## src/rtl/seq_piso_8b_tx.sv

```systemverilog
// seq_piso_8b_tx
// Byte-to-serial transmitter feeding an 8-bit SIPO (out_en -> en, out_sin -> sin).
// Bytes arrive over valid/ready into a 2-entry FIFO. Each byte is shifted out
// MSB-first, one bit per cycle. Back-to-back bytes stream with no idle gap
// whenever the next byte is already buffered when the last bit goes out.

module seq_piso_8b_tx #(
   parameter int NBITS = 8
) (
   input  logic             clk,
   input  logic             reset,
   input  logic             in_val,
   output logic             in_rdy,
   input  logic [NBITS-1:0] in_data,
   output logic             out_en,
   output logic             out_sin,
   output logic             frame_last,
   output logic             busy
);

   localparam int CW    = $clog2(NBITS);
   localparam int DEPTH = 2;

   typedef enum logic {
      IDLE  = 1'b0,
      SHIFT = 1'b1
   } state_t;

   // ------------------------------------------------------------------
   // Declarations
   // ------------------------------------------------------------------
   state_t           state_reg, state_next;
   logic [NBITS-1:0] shreg_reg, shreg_next;
   logic [CW-1:0]    cnt_reg,   cnt_next;

   logic [NBITS-1:0] fifo_mem [DEPTH];
   logic [DEPTH-1:0] entry_we;
   logic             wr_ptr_reg, wr_ptr_next;
   logic             rd_ptr_reg, rd_ptr_next;
   logic [1:0]       count_reg,  count_next;

   logic             push;
   logic             pop;
   logic             fifo_full;
   logic             fifo_empty;
   logic             last_bit;
   logic [NBITS-1:0] fifo_head;

   // ------------------------------------------------------------------
   // Buffer status and handshake
   // ------------------------------------------------------------------
   // Ready looks only at the registered count, so a pop on the same edge
   // never opens an extra slot combinationally.
   assign fifo_full  = (count_reg == 2'(DEPTH));
   assign fifo_empty = (count_reg == 2'd0);
   assign in_rdy     = !reset && !fifo_full;
   assign push       = in_val && in_rdy;

   // The final bit of the current frame is on the line.
   assign last_bit   = (state_reg == SHIFT) && (cnt_reg == CW'(NBITS - 1));

   // Pop whenever the shifter can take a new byte. The count used here is
   // the pre-edge value, so a byte pushed on this edge is not visible yet.
   assign pop        = !fifo_empty && ((state_reg == IDLE) || last_bit);

   assign fifo_head  = fifo_mem[rd_ptr_reg];

   // ------------------------------------------------------------------
   // Per-entry write enables
   // ------------------------------------------------------------------
   genvar gi;
   generate
      for (gi = 0; gi < DEPTH; gi++) begin : g_entry_we
         assign entry_we[gi] = push && (wr_ptr_reg == 1'(gi));
      end
   endgenerate

   // Store accepted bytes into the slot addressed by the write pointer.
   always_ff @(posedge clk) begin
      if (reset) begin
         for (int i = 0; i < DEPTH; i++) begin
            fifo_mem[i] <= '0;
         end
      end else begin
         for (int i = 0; i < DEPTH; i++) begin
            if (entry_we[i]) begin
               fifo_mem[i] <= in_data;
            end
         end
      end
   end

   // Pointer and occupancy bookkeeping; simultaneous push/pop leaves count unchanged.
   always_comb begin
      wr_ptr_next = wr_ptr_reg;
      rd_ptr_next = rd_ptr_reg;
      count_next  = count_reg;
      if (push) begin
         wr_ptr_next = wr_ptr_reg + 1'b1;
      end
      if (pop) begin
         rd_ptr_next = rd_ptr_reg + 1'b1;
      end
      case ({push, pop})
         2'b10:   count_next = count_reg + 2'd1;
         2'b01:   count_next = count_reg - 2'd1;
         default: count_next = count_reg;
      endcase
   end

   // Register the FIFO pointers and occupancy.
   always_ff @(posedge clk) begin
      if (reset) begin
         wr_ptr_reg <= 1'b0;
         rd_ptr_reg <= 1'b0;
         count_reg  <= 2'd0;
      end else begin
         wr_ptr_reg <= wr_ptr_next;
         rd_ptr_reg <= rd_ptr_next;
         count_reg  <= count_next;
      end
   end

   // ------------------------------------------------------------------
   // Shifter FSM
   // ------------------------------------------------------------------
   // State, shift register and bit counter registers.
   always_ff @(posedge clk) begin
      if (reset) begin
         state_reg <= IDLE;
         shreg_reg <= '0;
         cnt_reg   <= '0;
      end else begin
         state_reg <= state_next;
         shreg_reg <= shreg_next;
         cnt_reg   <= cnt_next;
      end
   end

   // Next-state logic: load from the FIFO head, shift MSB-first, chain frames.
   always_comb begin
      state_next = state_reg;
      shreg_next = shreg_reg;
      cnt_next   = cnt_reg;
      case (state_reg)
         IDLE: begin
            if (pop) begin
               shreg_next = fifo_head;
               cnt_next   = '0;
               state_next = SHIFT;
            end
         end
         SHIFT: begin
            shreg_next = shreg_reg << 1;
            cnt_next   = cnt_reg + 1'b1;
            if (last_bit) begin
               cnt_next = '0;
               if (pop) begin
                  // Next byte already waiting: start it with no gap.
                  shreg_next = fifo_head;
               end else begin
                  state_next = IDLE;
               end
            end
         end
         default: begin
            state_next = IDLE;
            shreg_next = '0;
            cnt_next   = '0;
         end
      endcase
   end

   // ------------------------------------------------------------------
   // Outputs; all held low while reset is asserted.
   // ------------------------------------------------------------------
   assign out_en     = !reset && (state_reg == SHIFT);
   assign out_sin    = out_en && shreg_reg[NBITS-1];
   assign frame_last = !reset && last_bit;
   assign busy       = !reset && ((state_reg == SHIFT) || !fifo_empty);

endmodule

```

## config.mk

```make
export PLATFORM = sky130hd
export DESIGN_NAME = seq_piso_8b_tx
export DESIGN_NICKNAME = d
export VERILOG_FILES = /design/src/rtl/seq_piso_8b_tx.sv
export SDC_FILE = /design/constraint.sdc
export NUM_CORES = 1
export LEC_CHECK = 0
export ABC_CLOCK_PERIOD_IN_PS = 1800
export CAP_MARGIN = 15
export CORE_AREA = 2 2 66 52
export CTS_CLUSTER_SIZE = 16
export DETAILED_ROUTE_END_ITERATION = 16
export DIE_AREA = 0 0 68 54
export PLACE_DENSITY = 0.72
export SYNTH_ARGS = -nofsm -noshare
export SYNTH_HDL_FRONTEND = slang
export SYNTH_SLANG_ARGS = --single-unit
```

## constraint.sdc

```tcl
create_clock -name clk -period 1.8 [get_ports clk]
set_input_delay 0.18 -clock clk [delete_from_list [all_inputs] [get_ports clk]]
set_output_delay 0.18 -clock clk [all_outputs]
set_load 0.05 [all_outputs]
```

-- Yosys cells after proc, flatten, opt, wreduce, memory -nomap -nowiden
Memories as Yosys holds them, arrays and structs flattened. A register that Yosys moved wholly into a read port is not among the register bits.
Index checks and enable logic that the tools add are counted.
- register bits: 16
- memory bits (writable): 16
- bits of input ports: 11
- output and inout port bits: 5
- word-level logic and storage cells: 61
- memories kept: 1
- add/sub/neg operators: 5
- eq/ne operators: 5
- muxes and demuxes: 23
- bitwise operators: 4
- reductions and logical operators: 17
- memory list (name ; depth ; width ; rd ports ; clocked after Yosys merged registers in ; wr ports ; line ; RTL):
    fifo_mem ; 2 ; 8 ; 1 ; 1 ; 2 ; 36 ; logic [NBITS-1:0] fifo_mem [DEPTH];
- operator list (operator ; number):
    8-bit two-way mux ; 5
    8-bit one-hot mux with 2 select lines ; 1
    1-bit two-way mux ; 12
    1-bit logical AND ; 10
    3-bit two-way mux ; 2
    3-bit one-hot mux with 2 select lines ; 1
    2-bit == test, second input constant ; 2
    2-bit one-hot mux with 2 select lines ; 1
    3-bit by 1-bit adder with 3-bit output, second input constant ; 1
    3-bit == test, second input constant ; 1
    1-bit zero test ; 3
    1-bit adder, second input constant ; 2
    2-bit by 1-bit adder with 2-bit output, second input constant ; 1
    2-bit by 1-bit == test with 1-bit output, second input constant ; 1
    2-bit zero test ; 1
    1-bit logical OR ; 2
    2-bit inequality test, second input constant ; 1
    1-bit inverter ; 2
    1-bit OR ; 2
    1-bit one-hot mux with 2 select lines ; 1
    2-bit nonzero test ; 1
    2-bit by 1-bit subtractor with 2-bit output, second input constant ; 1

-- Logic depth before layout (Yosys ltp)
- depth after elaboration: 9
- gate-level depth with buffers: 9
- mapped depth without buffers: 8

-- Worst setup path after synthesis
Ideal clock, no wire load.
- path kind: register to register
- from: reg count_reg[1]
- to: reg count_reg[1]
- library setup time: 0.071 ns
- arrival time: 1.741 ns
- data required time: 1.729 ns
- path slack: -0.011 ns
- cell stages (with the launch flop): 9
- buffers on the path: 2
- period minus slack after synthesis: 1.811 ns
- cells stage by stage: dfxtp_1 -> buf_4 -> nor2b_4 -> nor3_1 -> buf_4 -> inv_1 -> ha_1 -> or3_1 -> a21oi_1
- word-level cells in the longest chain between the ends: 6
- elaborated cells on any way between the ends: 13
- classes of those cells: 2 x add/sub; 3 x eq/ne; 1 x mux; 7 x reduce/logical
- RTL lines (element ; line ; RTL):
    start: declaration ; 40 ; logic [1:0] count_reg, count_next;
    start signal: assignment ; 120 ; count_reg <= count_next;
    2-bit == test ; 54 ; assign fifo_full = (count_reg == 2'(DEPTH));
    1-bit zero test ; 56 ; assign in_rdy = !reset && !fifo_full;
    1-bit logical AND ; 56 ;
    1-bit logical AND ; 57 ; assign push = in_val && in_rdy;
    2-bit by 1-bit == test with 1-bit output / 2-bit == test (equally long branches) ; 104 ; case ({push, pop})
    2-bit one-hot mux with 2 select lines / 2-bit nonzero test (equally long branches) ; - ;
Several ways; a longest one is shown, not always the timed one.
A chain may end at the register's enable or synchronous reset.

-- Worst setup path in the final report
- from: reg cnt_reg[0]
- to: reg count_reg[1]
- word-level cells in the longest chain between the ends: 6
- elaborated cells on any way between the ends: 8
- classes of those cells: 3 x eq/ne; 1 x mux; 4 x reduce/logical
- RTL lines (element ; line ; RTL):
    start: declaration ; 34 ; logic [CW-1:0] cnt_reg, cnt_next;
    start signal: assignment ; 136 ; cnt_reg <= cnt_next;
    3-bit == test * ; 60 ; assign last_bit = (state_reg == SHIFT) && (cnt_reg == CW'(NBITS - 1));
    1-bit logical AND * ; 60 ;
    1-bit logical OR * ; 64 ; assign pop = !fifo_empty && ((state_reg == IDLE) || last_bit);
    1-bit logical AND * ; 64 ;
    2-bit by 1-bit == test with 1-bit output / 2-bit == test (equally long branches) ; 104 ;
    2-bit one-hot mux with 2 select lines / 2-bit nonzero test (equally long branches) ; - ;
Every way passes the cells marked *; elsewhere a longest branch is shown, timed or not.

==> impl_metrics.toml <==
[status]
status = "completed"

[timing]
fmax_ghz = 0.592
tns_ns = 0
timing.final.ws_setup_ns = 0.112
fin_crit_ns = 1.69
setup_viol = 0
fin_skew_ns = 0.00572
hold_viol = 0
rsz0062_at_grt = "no"
worstMarginPinSlew_ns = 0.537
slew_violations = 0
slew_headroom = 0.639
finalCritPeriodShare = 0.938

[global_routing]
antenna_found_initial = 0
grt_pass1_vias = 911
grt_pass1_wl_um = 4020
gr-total-overflow = 0
grt_max_degree = 16
grt_usage = 0.161

[worst_setup_path]
arrival_ns = 1.91
startpoint_type = "flip-flop"
cp.required_ns = 2.02
cp-end-kind = "flip-flop"
ff2ff_setup_slack_ns = 0.11
critPathKind = "flip-flop to flip-flop"
crit_end = "count_reg[1]"
crit_fanout = 4
timing.rr.end = "count_reg[1]"
worstRegToRegCells = 7
rr_startpoint = "cnt_reg[0]"
worstSetupStartpoint = "cnt_reg[0]"

[power_and_ir_drop]
max-vdd-ir-drop_mv = 0.854
p_leak_uw = 0.000681
power.density_nw_per_um2 = 1510

[placed_design]
placed_area_um2 = 1710
hpwlAfterDp_um = 1720
pre_cts_slack_ns = -0.00417
port_buffers = 15
gp_congestion = 0.738

[finish]
final_area_um2 = 1840
largest_register_ffs = 16
finish.utilization = 0.593
antennaDiodeCount = 0
final_cell_mix = "edfxtp_1, dfxtp_1, and2_1, clkdlybuf4s50_1, buf_4"
nets = 155
mostFrequentLayoutCell = "edfxtp_1"
drive_gt1_frac = 0.239
synthToLayoutAreaGrowth_pct = 29.2

[die]
rows = 18
core-area_um2 = 3110
io_pins = 16
die-height_um = 54
start_util = 0.459
die_w_um = 68
die_area_um2 = 3670

[routing]
drcViolationCount = 0
wl_per_cell_um = 13.4
drt_iter0_drc = 17
viasPerCell = 5.25
route.antenna.remaining_nets = 0
vias = 956
wl_um = 2440
drtPass1Iterations = 4

[clocking]
clock_sinks = 33
htree_levels = 2
numCtsBuffers = 5
cts_tree = "done"
root_buffer = "clkbuf_8"
path_clk_slew_ns = 0.07
clockBufferDepth = 2
cts.hold.buffers_added = 0
worstSkewPairLatency_ns = 0.29

[synth]
syn_inst = 115
ys_ff_latch = 33
synth_cell_type_count = 31
syn_area_per_cell_um2 = 12.4
ys_seq_area_frac = 0.575
syn_nets = 129
synth_area_um2 = 1430
yosys_warnings = 0

[worst_hold_path]
hold_depth = 2
hold_path.class = "flip-flop to flip-flop"

[flow_run]
maxCapViolCount = 0
==> logic make-up (layout without fill, tap and decap cells) <==
logic type               after synthesis  count (layout)  share of synthesized area
AO/OA/AOI/OAI                         25              25                      0.115
flip-flops                            33              33                      0.575
multiplexers                          10              10                     0.0736
buffers and inverters                  9              36                     0.0403
adder cells (fa/ha/maj)                3               3                     0.0263
XOR/XNOR                               2               2                     0.0123
AND/OR/NAND/NOR                       33              33                      0.158
==> synth_stat cells <==
library cell  instances  share of area
o41ai_1               1         0.0061
dfxtp_1              17           0.24
mux2_4                1          0.011
and2_1               10          0.044
nor2_1                7          0.018
clkbuf_1              1         0.0026
nor3_1                4          0.014
a32oi_1               7          0.043
or3_1                 2         0.0088
o31ai_1               1         0.0053
nor2b_1               1         0.0044
nor4_4                1          0.015
xor2_1                1         0.0061
a21o_1                1         0.0053
inv_1                 3         0.0079
xnor2_1               1         0.0061
o21ai_0               2         0.0070
mux2i_1               9          0.063
edfxtp_1             16           0.34
nor2_4                1         0.0079
nand3b_1              3          0.016
nand2_1               1         0.0026
a22o_1                1         0.0061
buf_6                 2          0.016
or3_4                 1         0.0079
ha_1                  3          0.026
a21oi_1               4          0.014
o21ai_1               8          0.028
nor2b_4               2          0.019
buf_2                 1         0.0035
buf_4                 2          0.011
==> where the power goes <==
group | internal [uW] | total, uW | leakage, uW | switching (uW)
clock | 414 | 696 | 0.0000543 | 282
combinational | 485 | 973 | 0.000318 | 488
sequential | 991 | 1120 | 0.000309 | 130
total | 1890 | 2790 | 0.000681 | 900
==> layout make-up <==
cell class | instances | area [um2]
tap | 40 | 50.0
clock inverter | 3 | 46.3
sequential | 33 | 823
clock buffer | 5 | 68.8
multi-input combinational | 73 | 569
inverter | 3 | 11.3
fill | 246 | 1260
timing repair buffer | 25 | 275
==> metrics by stage <==
step	instances	hold slack [ns]	total power, uW
4_1_cts	182	0.483	2800
5_1_grt	182	0.511	2970
2_1_floorplan	115	0.285	1800
3_3_place_gp	174	0.456	2060
6_report	182	0.475	2790
3_5_place_dp	174	0.467	2100
==> per-layer routing <==
metal / vias up / wire length (um) / part of all wire / track usage
met5: - / 0 / 0 / 0
met4: 0 / 18 / 0.0074 / 0.0767
met3: 2 / 150 / 0.062 / 0.0816
met2: 23 / 1220 / 0.50 / 0.257
met1: 451 / 1050 / 0.43 / 0.178
li1: 480 / - / - / -
==> how the worst min path moves through the flow <==
stage / start / endpoint
floorplan: reset / shreg_reg[0]
global placement: shreg_reg[3] / shreg_reg[3]
detailed placement: shreg_reg[1] / shreg_reg[1]
CTS: shreg_reg[1] / shreg_reg[1]
global route: cnt_reg[1] / cnt_reg[1]
finish: shreg_reg[2] / shreg_reg[2]
==> critical path, stage by stage (launching register included) <==
cell and delay, ns:
dfxtp_2 0.33, ha_2 0.19, ha_4 0.18, nor2b_4 0.11
nor2_1 0.05, ha_1 0.28, or3_1 0.37, a21oi_1 0.12
==> repair_timing <==
| item | CTS | global route |
|---|---|---|
| gates resized for setup | 1 | 4 |
| pin swaps | 0 | 1 |
| endpoints found under the setup margin | 1 | 1 |
| buffers inserted | 0 | 0 |
Note: power is estimated with default switching activity, not from simulation.
